### src/rtl/gan_batch_sequencer_if.sv
// Bundle of the noise-load, GAN-handshake, result-stream and status signals around gan_batch_sequencer.
// The master modport is the sequencer side; the slave modport is its environment (loader, GAN, consumer).
interface gan_batch_sequencer_if;
    logic                ld_we;
    logic [7:0]          ld_addr;
    logic signed [15:0]  ld_data;
    logic                batch_start;

    logic                gan_start;
    logic signed [15:0]  gan_noise_0;
    logic signed [15:0]  gan_noise_1;
    logic                gan_done;
    logic [143:0]        gan_image;
    logic signed [15:0]  gan_prob;

    logic                res_valid;
    logic                res_ready;
    logic [7:0]          res_index;
    logic [143:0]        res_image;
    logic signed [15:0]  res_prob;
    logic                res_real;

    logic                busy;
    logic                batch_done;
    logic [7:0]          real_count;
    logic                timeout_err;

    modport master (
        input  ld_we, ld_addr, ld_data, batch_start,
        input  gan_done, gan_image, gan_prob, res_ready,
        output gan_start, gan_noise_0, gan_noise_1,
        output res_valid, res_index, res_image, res_prob, res_real,
        output busy, batch_done, real_count, timeout_err
    );

    modport slave (
        output ld_we, ld_addr, ld_data, batch_start,
        output gan_done, gan_image, gan_prob, res_ready,
        input  gan_start, gan_noise_0, gan_noise_1,
        input  res_valid, res_index, res_image, res_prob, res_real,
        input  busy, batch_done, real_count, timeout_err
    );
endinterface

### src/rtl/gan_batch_sequencer.sv
// Replays a preloaded batch of Q1.15 noise pairs through the GAN, one sample per start/done exchange,
// and streams each captured image/probability out on a valid/ready port while counting REAL results.
module gan_batch_sequencer #(
    parameter int                 NUM_SAMPLES    = 10,
    parameter int                 TIMEOUT_CYCLES = 1024,
    parameter logic signed [15:0] THRESH         = 16'sh4000
) (
    input  logic                  clk,
    input  logic                  rst,
    gan_batch_sequencer_if.master bus
);

    localparam int              DEPTH      = 2 * NUM_SAMPLES;
    localparam int              AW         = (DEPTH > 2) ? $clog2(DEPTH) : 1;
    localparam int              TW         = $clog2(TIMEOUT_CYCLES + 1);
    localparam logic [8:0]      DEPTH_W    = 9'(DEPTH);
    localparam logic [7:0]      LAST_IDX   = 8'(NUM_SAMPLES - 1);
    localparam logic [TW-1:0]   TIMER_LAST = TW'(TIMEOUT_CYCLES - 1);

    typedef enum logic [2:0] {IDLE, ISSUE, WAIT, EMIT, FIN} state_t;

    state_t             state;
    state_t             next_state;
    logic [7:0]         idx;
    logic [7:0]         next_idx;
    logic [TW-1:0]      timer;
    logic               done_hit;
    logic               timeout_hit;
    logic               handshake;
    logic               start_hit;
    logic [8:0]         rd_base;
    logic signed [15:0] ram [DEPTH];

    function automatic logic [7:0] sat_inc(input logic [7:0] cnt, input logic inc);
        if (inc && (cnt != 8'hFF)) begin
            return cnt + 8'd1;
        end
        return cnt;
    endfunction

    assign start_hit   = (state == IDLE) && bus.batch_start;
    assign done_hit    = (state == WAIT) && bus.gan_done;
    assign timeout_hit = (state == WAIT) && !bus.gan_done && (timer == TIMER_LAST);
    assign handshake   = (state == EMIT) && bus.res_valid && bus.res_ready;
    assign rd_base     = {next_idx, 1'b0};
    assign bus.res_real = (bus.res_prob > THRESH);

    always_ff @(posedge clk or posedge rst) begin
        if (rst) begin
            state <= IDLE;
        end else begin
            state <= next_state;
        end
    end

    always_comb begin
        next_state = state;
        next_idx   = idx;
        case (state)
            IDLE: begin
                if (bus.batch_start) begin
                    next_state = ISSUE;
                    next_idx   = 8'd0;
                end
            end
            ISSUE: next_state = WAIT;
            WAIT: begin
                if (done_hit) begin
                    next_state = EMIT;
                end else if (timeout_hit) begin
                    next_state = FIN;
                end
            end
            EMIT: begin
                if (handshake) begin
                    if (idx == LAST_IDX) begin
                        next_state = FIN;
                    end else begin
                        next_state = ISSUE;
                        next_idx   = idx + 8'd1;
                    end
                end
            end
            FIN:     next_state = IDLE;
            default: next_state = IDLE;
        endcase
    end

    // Control: strobes and status are registered from next_state so they line up with the state they describe.
    always_ff @(posedge clk or posedge rst) begin
        if (rst) begin
            idx             <= 8'd0;
            timer           <= '0;
            bus.gan_start   <= 1'b0;
            bus.busy        <= 1'b0;
            bus.batch_done  <= 1'b0;
            bus.res_valid   <= 1'b0;
            bus.real_count  <= 8'd0;
            bus.timeout_err <= 1'b0;
        end else begin
            idx            <= next_idx;
            bus.gan_start  <= (next_state == ISSUE);
            bus.busy       <= (next_state != IDLE);
            bus.batch_done <= (next_state == FIN);
            if (state == ISSUE) begin
                timer <= '0;
            end else if (state == WAIT) begin
                timer <= timer + TW'(1);
            end
            if (done_hit) begin
                bus.res_valid <= 1'b1;
            end else if (handshake) begin
                bus.res_valid <= 1'b0;
            end
            if (start_hit) begin
                bus.real_count  <= 8'd0;
                bus.timeout_err <= 1'b0;
            end else begin
                if (handshake) begin
                    bus.real_count <= sat_inc(bus.real_count, bus.res_real);
                end
                if (timeout_hit) begin
                    bus.timeout_err <= 1'b1;
                end
            end
        end
    end

    // Datapath: noise is fetched on the way into ISSUE so it is valid alongside gan_start.
    always_ff @(posedge clk or posedge rst) begin
        if (rst) begin
            bus.gan_noise_0 <= '0;
            bus.gan_noise_1 <= '0;
            bus.res_index   <= 8'd0;
            bus.res_image   <= '0;
            bus.res_prob    <= '0;
        end else begin
            if (next_state == ISSUE) begin
                bus.gan_noise_0 <= ram[AW'(rd_base)];
                bus.gan_noise_1 <= ram[AW'(rd_base + 9'd1)];
            end
            if (done_hit) begin
                bus.res_index <= idx;
                bus.res_image <= bus.gan_image;
                bus.res_prob  <= bus.gan_prob;
            end
        end
    end

    always_ff @(posedge clk) begin
        if ((state == IDLE) && bus.ld_we && ({1'b0, bus.ld_addr} < DEPTH_W)) begin
            ram[AW'(bus.ld_addr)] <= bus.ld_data;
        end
    end

endmodule

### src/flat_wrapper.sv
// flat-port wrapper written by rule: the top's interface ports become plain ports
module gan_batch_sequencer_flat 
#(
    parameter int                 NUM_SAMPLES    = 10,
    parameter int                 TIMEOUT_CYCLES = 1024,
    parameter logic signed [15:0] THRESH         = 16'sh4000
)
  (clk, rst, bus_ld_we, bus_ld_addr, bus_ld_data, bus_batch_start, bus_gan_done, bus_gan_image, bus_gan_prob, bus_res_ready, bus_gan_start, bus_gan_noise_0, bus_gan_noise_1, bus_res_valid, bus_res_index, bus_res_image, bus_res_prob, bus_res_real, bus_busy, bus_batch_done, bus_real_count, bus_timeout_err);
  gan_batch_sequencer_if bus_i ();
  input  logic clk;
  input  logic rst;
  input wire logic [$bits(bus_i.ld_we)-1:0] bus_ld_we;
  input wire logic [$bits(bus_i.ld_addr)-1:0] bus_ld_addr;
  input wire logic [$bits(bus_i.ld_data)-1:0] bus_ld_data;
  input wire logic [$bits(bus_i.batch_start)-1:0] bus_batch_start;
  input wire logic [$bits(bus_i.gan_done)-1:0] bus_gan_done;
  input wire logic [$bits(bus_i.gan_image)-1:0] bus_gan_image;
  input wire logic [$bits(bus_i.gan_prob)-1:0] bus_gan_prob;
  input wire logic [$bits(bus_i.res_ready)-1:0] bus_res_ready;
  output wire logic [$bits(bus_i.gan_start)-1:0] bus_gan_start;
  output wire logic [$bits(bus_i.gan_noise_0)-1:0] bus_gan_noise_0;
  output wire logic [$bits(bus_i.gan_noise_1)-1:0] bus_gan_noise_1;
  output wire logic [$bits(bus_i.res_valid)-1:0] bus_res_valid;
  output wire logic [$bits(bus_i.res_index)-1:0] bus_res_index;
  output wire logic [$bits(bus_i.res_image)-1:0] bus_res_image;
  output wire logic [$bits(bus_i.res_prob)-1:0] bus_res_prob;
  output wire logic [$bits(bus_i.res_real)-1:0] bus_res_real;
  output wire logic [$bits(bus_i.busy)-1:0] bus_busy;
  output wire logic [$bits(bus_i.batch_done)-1:0] bus_batch_done;
  output wire logic [$bits(bus_i.real_count)-1:0] bus_real_count;
  output wire logic [$bits(bus_i.timeout_err)-1:0] bus_timeout_err;
  assign bus_i.ld_we = bus_ld_we;
  assign bus_i.ld_addr = bus_ld_addr;
  assign bus_i.ld_data = bus_ld_data;
  assign bus_i.batch_start = bus_batch_start;
  assign bus_i.gan_done = bus_gan_done;
  assign bus_i.gan_image = bus_gan_image;
  assign bus_i.gan_prob = bus_gan_prob;
  assign bus_i.res_ready = bus_res_ready;
  assign bus_gan_start = bus_i.gan_start;
  assign bus_gan_noise_0 = bus_i.gan_noise_0;
  assign bus_gan_noise_1 = bus_i.gan_noise_1;
  assign bus_res_valid = bus_i.res_valid;
  assign bus_res_index = bus_i.res_index;
  assign bus_res_image = bus_i.res_image;
  assign bus_res_prob = bus_i.res_prob;
  assign bus_res_real = bus_i.res_real;
  assign bus_busy = bus_i.busy;
  assign bus_batch_done = bus_i.batch_done;
  assign bus_real_count = bus_i.real_count;
  assign bus_timeout_err = bus_i.timeout_err;
  gan_batch_sequencer #(.NUM_SAMPLES(NUM_SAMPLES), .TIMEOUT_CYCLES(TIMEOUT_CYCLES), .THRESH(THRESH)) u_core (.clk(clk), .rst(rst), .bus(bus_i));
endmodule
### config.mk
export PLATFORM = sky130hd
export DESIGN_NAME = gan_batch_sequencer_flat
export DESIGN_NICKNAME = d
export VERILOG_FILES = /design/src/rtl/gan_batch_sequencer_if.sv /design/src/rtl/gan_batch_sequencer.sv /design/src/flat_wrapper.sv
export SDC_FILE = /design/constraint.sdc
export NUM_CORES = 1
export LEC_CHECK = 0
export CORE_AREA = 2 2 222 224
export DETAILED_ROUTE_END_ITERATION = 8
export DIE_AREA = 0 0 224 226
export GPL_TIMING_DRIVEN = 0
export PLACE_DENSITY = 0.7
export SYNTH_ARGS = -nofsm -noshare
export SYNTH_HDL_FRONTEND = slang
export SYNTH_SLANG_ARGS = --single-unit
### constraint.sdc
create_clock -name clk -period 10.42 [get_ports clk]
set_input_delay 2.605 -clock clk [delete_from_list [all_inputs] [get_ports clk]]
set_output_delay 2.605 -clock clk [all_outputs]
set_load 0.1 [all_outputs]
* After elaboration in Yosys (flattened, before gate mapping)
Memory sizes are Yosys's and may differ from the RTL's. A register that Yosys moved wholly into a read port is not among the register bits.
Index checks and enable logic that the tools add are counted.
** Operators by class
- $add $sub $neg :: 4
- Magnitude comparators :: 2
- Eq/ne operators :: 8
- Mux-type cells :: 25
- Reduce and logical (&&, ||, !) cells :: 18
** Operators by type and width (count)
- $mux W8 :: 7
- $mux W11 :: 2
- $add A8 B1 Y8 const B :: 2
- $gt A16 B16 Y1 const B :: 1
- $pmux W8 S2 :: 1
- $mux W3 :: 5
- $pmux W3 S4 :: 1
- $add A11 B1 Y11 const B :: 1
- $eq A11 B10 Y1 const B :: 1
- $reduce_bool A2 Y1 :: 5
- $logic_and A1 B1 Y1 :: 9
- $mux W1 :: 9
- $eq A8 B4 Y1 const B :: 1
- $lt A8 B5 Y1 const B :: 1
- $ne A8 B8 Y1 const B :: 1
- $eq A3 B1 Y1 const B :: 2
- $eq A3 B2 Y1 const B :: 2
- $add A5 B1 Y5 const B :: 1
- $eq A3 B3 Y1 const B :: 1
- $logic_not A3 Y1 :: 1
- $reduce_bool A3 Y1 :: 1
- $reduce_and A2 Y1 :: 1
- $logic_not A1 Y1 :: 1
** Storage, ports and cells
- Bits in registers :: 203
- Memory bits (writable) :: 320
- Input bits :: 190
- Output and inout port bits :: 214
- Word-level logic and storage cells :: 70
- Memories kept :: 1
** Memory list
- u_core.ram :: words 20, width 16, read ports 2, clocked after memory_dff 2, write ports 1, line gan_batch_sequencer.sv:32 : logic signed [15:0] ram [DEPTH];

* Depth between registers and ports, before layout
- Word-level depth :: 8
- Gate-level depth with buffers :: 14
- Mapped depth without buffers :: 10

* Worst setup path after synthesis
No wires, ideal clock.
- Path type :: input port to flip-flop
- Start :: in bus_ld_addr[7]
- End :: mem u_core.ram[8][0], enable pin
- Arrival :: 4516 ps
- Required time :: 10011 ps
- Setup slack :: 5495 ps
- Cell stages on the path :: 5
- Cell sequence :: nor4b_1 -> nand2_1 -> nor2_1 -> nand3b_1 -> nor3_1
** On the way
- Longest elaborated chain between the ends :: 4
** RTL lines
- from (decl) :: line flat_wrapper.sv:13 : input wire logic [$bits(bus_i.ld_addr)-1:0] bus_ld_addr;
- $lt A8 B5 Y1 :: line gan_batch_sequencer.sv:151 : if ((state == IDLE) && bus.ld_we && ({1'b0, bus.ld_addr} < DEPTH_W)) begin
- $logic_and A1 B1 Y1 :: line gan_batch_sequencer.sv:151
- $mux W1 :: line gan_batch_sequencer.sv:151
- $mux W1 (not written as such) :: line gan_batch_sequencer.sv:152 : ram[AW'(bus.ld_addr)] <= bus.ld_data;
- to (decl) :: line gan_batch_sequencer.sv:32
Every way passes these cells.

* Worst setup path after layout
- Start :: reg u_core.bus.res_prob[11]
- End :: out bus_res_real
** On the way
- Longest elaborated chain between the ends :: 1
** RTL lines
- from (decl) :: line gan_batch_sequencer_if.sv:32 : output res_valid, res_index, res_image, res_prob, res_real,
- from (signal assigned) :: line gan_batch_sequencer.sv:145 : bus.res_prob <= bus.gan_prob;
- $gt A16 B16 Y1 :: line gan_batch_sequencer.sv:46 : assign bus.res_real = (bus.res_prob > THRESH);
- to (decl) :: line flat_wrapper.sv:27 : output wire logic [$bits(bus_i.res_real)-1:0] bus_res_real;
Every way passes these cells.

==> impl_metrics.yaml <==
run_status:
  outcome: "finished, final reports clean"
floorplanning:
  die_w_um: 224
  die_area_um2: 50600
  rows: 81
  ioPinCount: 404
  core_area_um2: 48300
  initial_core_util: 0.444
  die_y_um: 226
timing:
  fin_crit_sh: 0.515
  fmax_mhz: 186
  finalHoldViolCount: 0
  fin_ws_ns: 5.06
  maxSlewHeadroom: 0.160
  setup_viol: 0
  drv_slew: 0
  fin_setup_tns_ns: 0
  rsz0062_at_grt: "no"
  final.setup_skew_ns: 0.0204
  max_slew.worst_pin.slew_ns: 1.26
  finalCriticalPeriod_ns: 5.37
synthesis:
  syn_avg_cell_area_um2: 14.2
  synth_seq_cells: 555
  yosysSeqAreaShare: 0.722
  synth_edf_count: 320
  yosysUniqueCellTypes: 50
  synth_ff_type: "edfxtp_1"
  synthArstFlopShare: 0.423
  ys.warnings.count: 0
  syn_inst: 1509
  syn_area_um2: 21500
  synth_nets: 1703
worst_setup_path:
  crit_chain: "nor4_1 > nand4_1 > nand3b_1 > inv_1 > clkdlybuf4s50_1"
  cp_slowest_cell: "clkdlybuf4s50_1"
  crit_type: "flop to output port"
  start_kind: "flop"
  critPathMaxFanout: 3
  crit_path_max_incr_delay_ns: 0.98
  arrival_ns: 2.76
  end_kind: "output port"
  worstPathRequired_ns: 7.82
clock_tree:
  clk_latency_ns: 0.62
  cts.htree.levels: 2
  ctsResizeCount: 0
  post-cts-setup-buffers: 0
  cts_buffer_depth: 3
  clock-root-buffer: "clkbuf_16"
  postCtsHoldBufs: 0
  cts_tree: "done"
  path_clk_slew_ns: 0.06
  cts_sinks: 555
  cts-buffers-inserted: 57
placed_design:
  postPlaceCellArea_um2: 26700
  place_inst: 2554
  place_ws_ns: 4.55
  dp_hpwl_mm: 48.2
  gp_congestion: 0.859
  io_buffer_count: 402
routing:
  wl_met3_mm: 5.95
  met1Wirelength_mm: 24.8
  viasPerCell: 5.47
  dr.pass1.iters: 5
  wl_per_cell_um: 25.1
  wl_met2_mm: 33.2
  maxUsedRoutingLayer: "met5"
  drcViolationCount: 0
  ant_nets: 0
  drt-total-wl_mm: 66.8
  vias: 14600
  first_iter_violations: 1320
grt:
  overflow: 0
  antenna_found_initial: 7
  grt_pass1_wl_mm: 96.4
  first_global_vias: 14600
  grt_max_degree: 120
  grt.total_usage: 0.261
worst_hold_path:
  hp-class: "flop to flop"
run:
  cap_violations: 0
final_layout:
  finalNetCount: 2185
  finalInstanceArea_um2: 28500
  drive_gt1_frac: 0.169
  layoutNonFillerInstCount: 2665
  layout_commonest_cell: "clkdlybuf4s50_1"
  final_cell_mix: "clkdlybuf4s50_1 (402), edfxtp_1 (320), nand2_1 (312)"
  area_delta_synth_final_pct: 33.0
  fillers: 3801
## layer usage
metal | vias to the layer above | global-route usage
li1 | 6440 | -
met1 | 7271 | 0.319
met2 | 711 | 0.447
met3 | 134 | 0.0574
met4 | 10 | 0.111
met5 | - | 0
## final cells by class
| type | instances | area (µm²) | share of cell area |
|---|---|---|---|
| Sequential cell | 555 | 15500 | 0.543 |
| Clock inverter | 27 | 256 | 0.00899 |
| Multi-Input combinational cell | 863 | 5550 | 0.194 |
| Buffer | 83 | 450 | 0.0158 |
| Tap cell | 622 | 778 | 0.0273 |
| Antenna cell | 4 | 10.0 | 0.000351 |
| Inverter | 8 | 38.8 | 0.00136 |
| Clock buffer | 80 | 1600 | 0.0562 |
| Timing Repair Buffer | 423 | 4350 | 0.153 |
## stage by stage
stage | utilization | hold slack [ns]
CTS | 0.590 | 0.487
global placement | 0.543 | 0.476
floorplan | - | 0.460
detailed placement | 0.551 | 0.474
finish | 0.590 | 0.484
global route | 0.590 | 0.516
## critical path, delay by kind of cell (launching register included)
| kind | cells | cell delay [ns] |
|---|---|---|
| buffers and inverters | 2 | 1.05 |
| and+or+nand+nor | 3 | 0.62 |
| DFF | 1 | 0.48 |
## registers in the layout, summed over array words and instances, names as in the netlist, 3 cells and up
register,cells
u_core.ram,320
u_core.bus.gan_noise_1,16
u_core.bus.res_prob,16
u_core.bus.res_image,144
u_core.bus.res_index,8
u_core.bus.gan_noise_0,16
u_core.state,3
u_core.idx,8
u_core.timer,11
u_core.bus.real_count,8
## kinds of logic after synthesis
| group | share of synthesized area |
|---|---|
| and+or+nand+nor | 0.119 |
| AOI/OAI and AO/OA | 0.0228 |
| DFF | 0.722 |
| muxes | 0.105 |
| adders and majority gates | 0.00233 |
| xor gates and xnor gates | 0.00653 |
| buffers and inverters | 0.0225 |
## final timing paths
kind                                           startpoint                         to  slack, ns  cells past startpoint
max in group asynchronous                             rst   u_core.bus.res_image[41]       6.71                      3
worst min register to register  u_core.bus.gan_noise_0[8]  u_core.bus.gan_noise_0[8]       0.48                      2
worst max-delay path              u_core.bus.res_prob[11]               bus_res_real       5.06                      5
worst max register to register            u_core.state[2]         u_core.ram[12][15]       6.72                      8
worst min-delay path            u_core.bus.gan_noise_0[8]  u_core.bus.gan_noise_0[8]       0.48                      2
min in group asynchronous                             rst   u_core.bus.res_image[55]       2.57                      2
## cell usage after synthesis (all sizes together), types with 2 or more instances
cell type | number | area (µm²)
nor4 | 3 | 18.8
and3b | 2 | 17.5
buf | 40 | 289
a21oi | 6 | 30.0
nor2 | 45 | 169
dfrtp | 235 | 5880
mux2 | 169 | 1910
o21ai | 11 | 55.1
nand3b | 5 | 37.5
nor3 | 12 | 60.1
o211ai | 2 | 15.0
o221ai | 32 | 280
inv | 7 | 26.3
nand4 | 37 | 231
edfxtp | 320 | 9610
nand3 | 136 | 681
clkbuf | 43 | 161
ha | 4 | 50.1
xnor2 | 4 | 35.0
and3 | 8 | 50.1
nor4b | 2 | 17.5
nand2b | 5 | 31.3
xor2 | 12 | 105
and2 | 3 | 18.8
nand2 | 312 | 1170
o21bai | 2 | 15.0
mux2i | 34 | 344
Power is left out: the tool's default activity adds up to more than one toggle a clock period on the data nets, which glitch-free logic cannot reach.
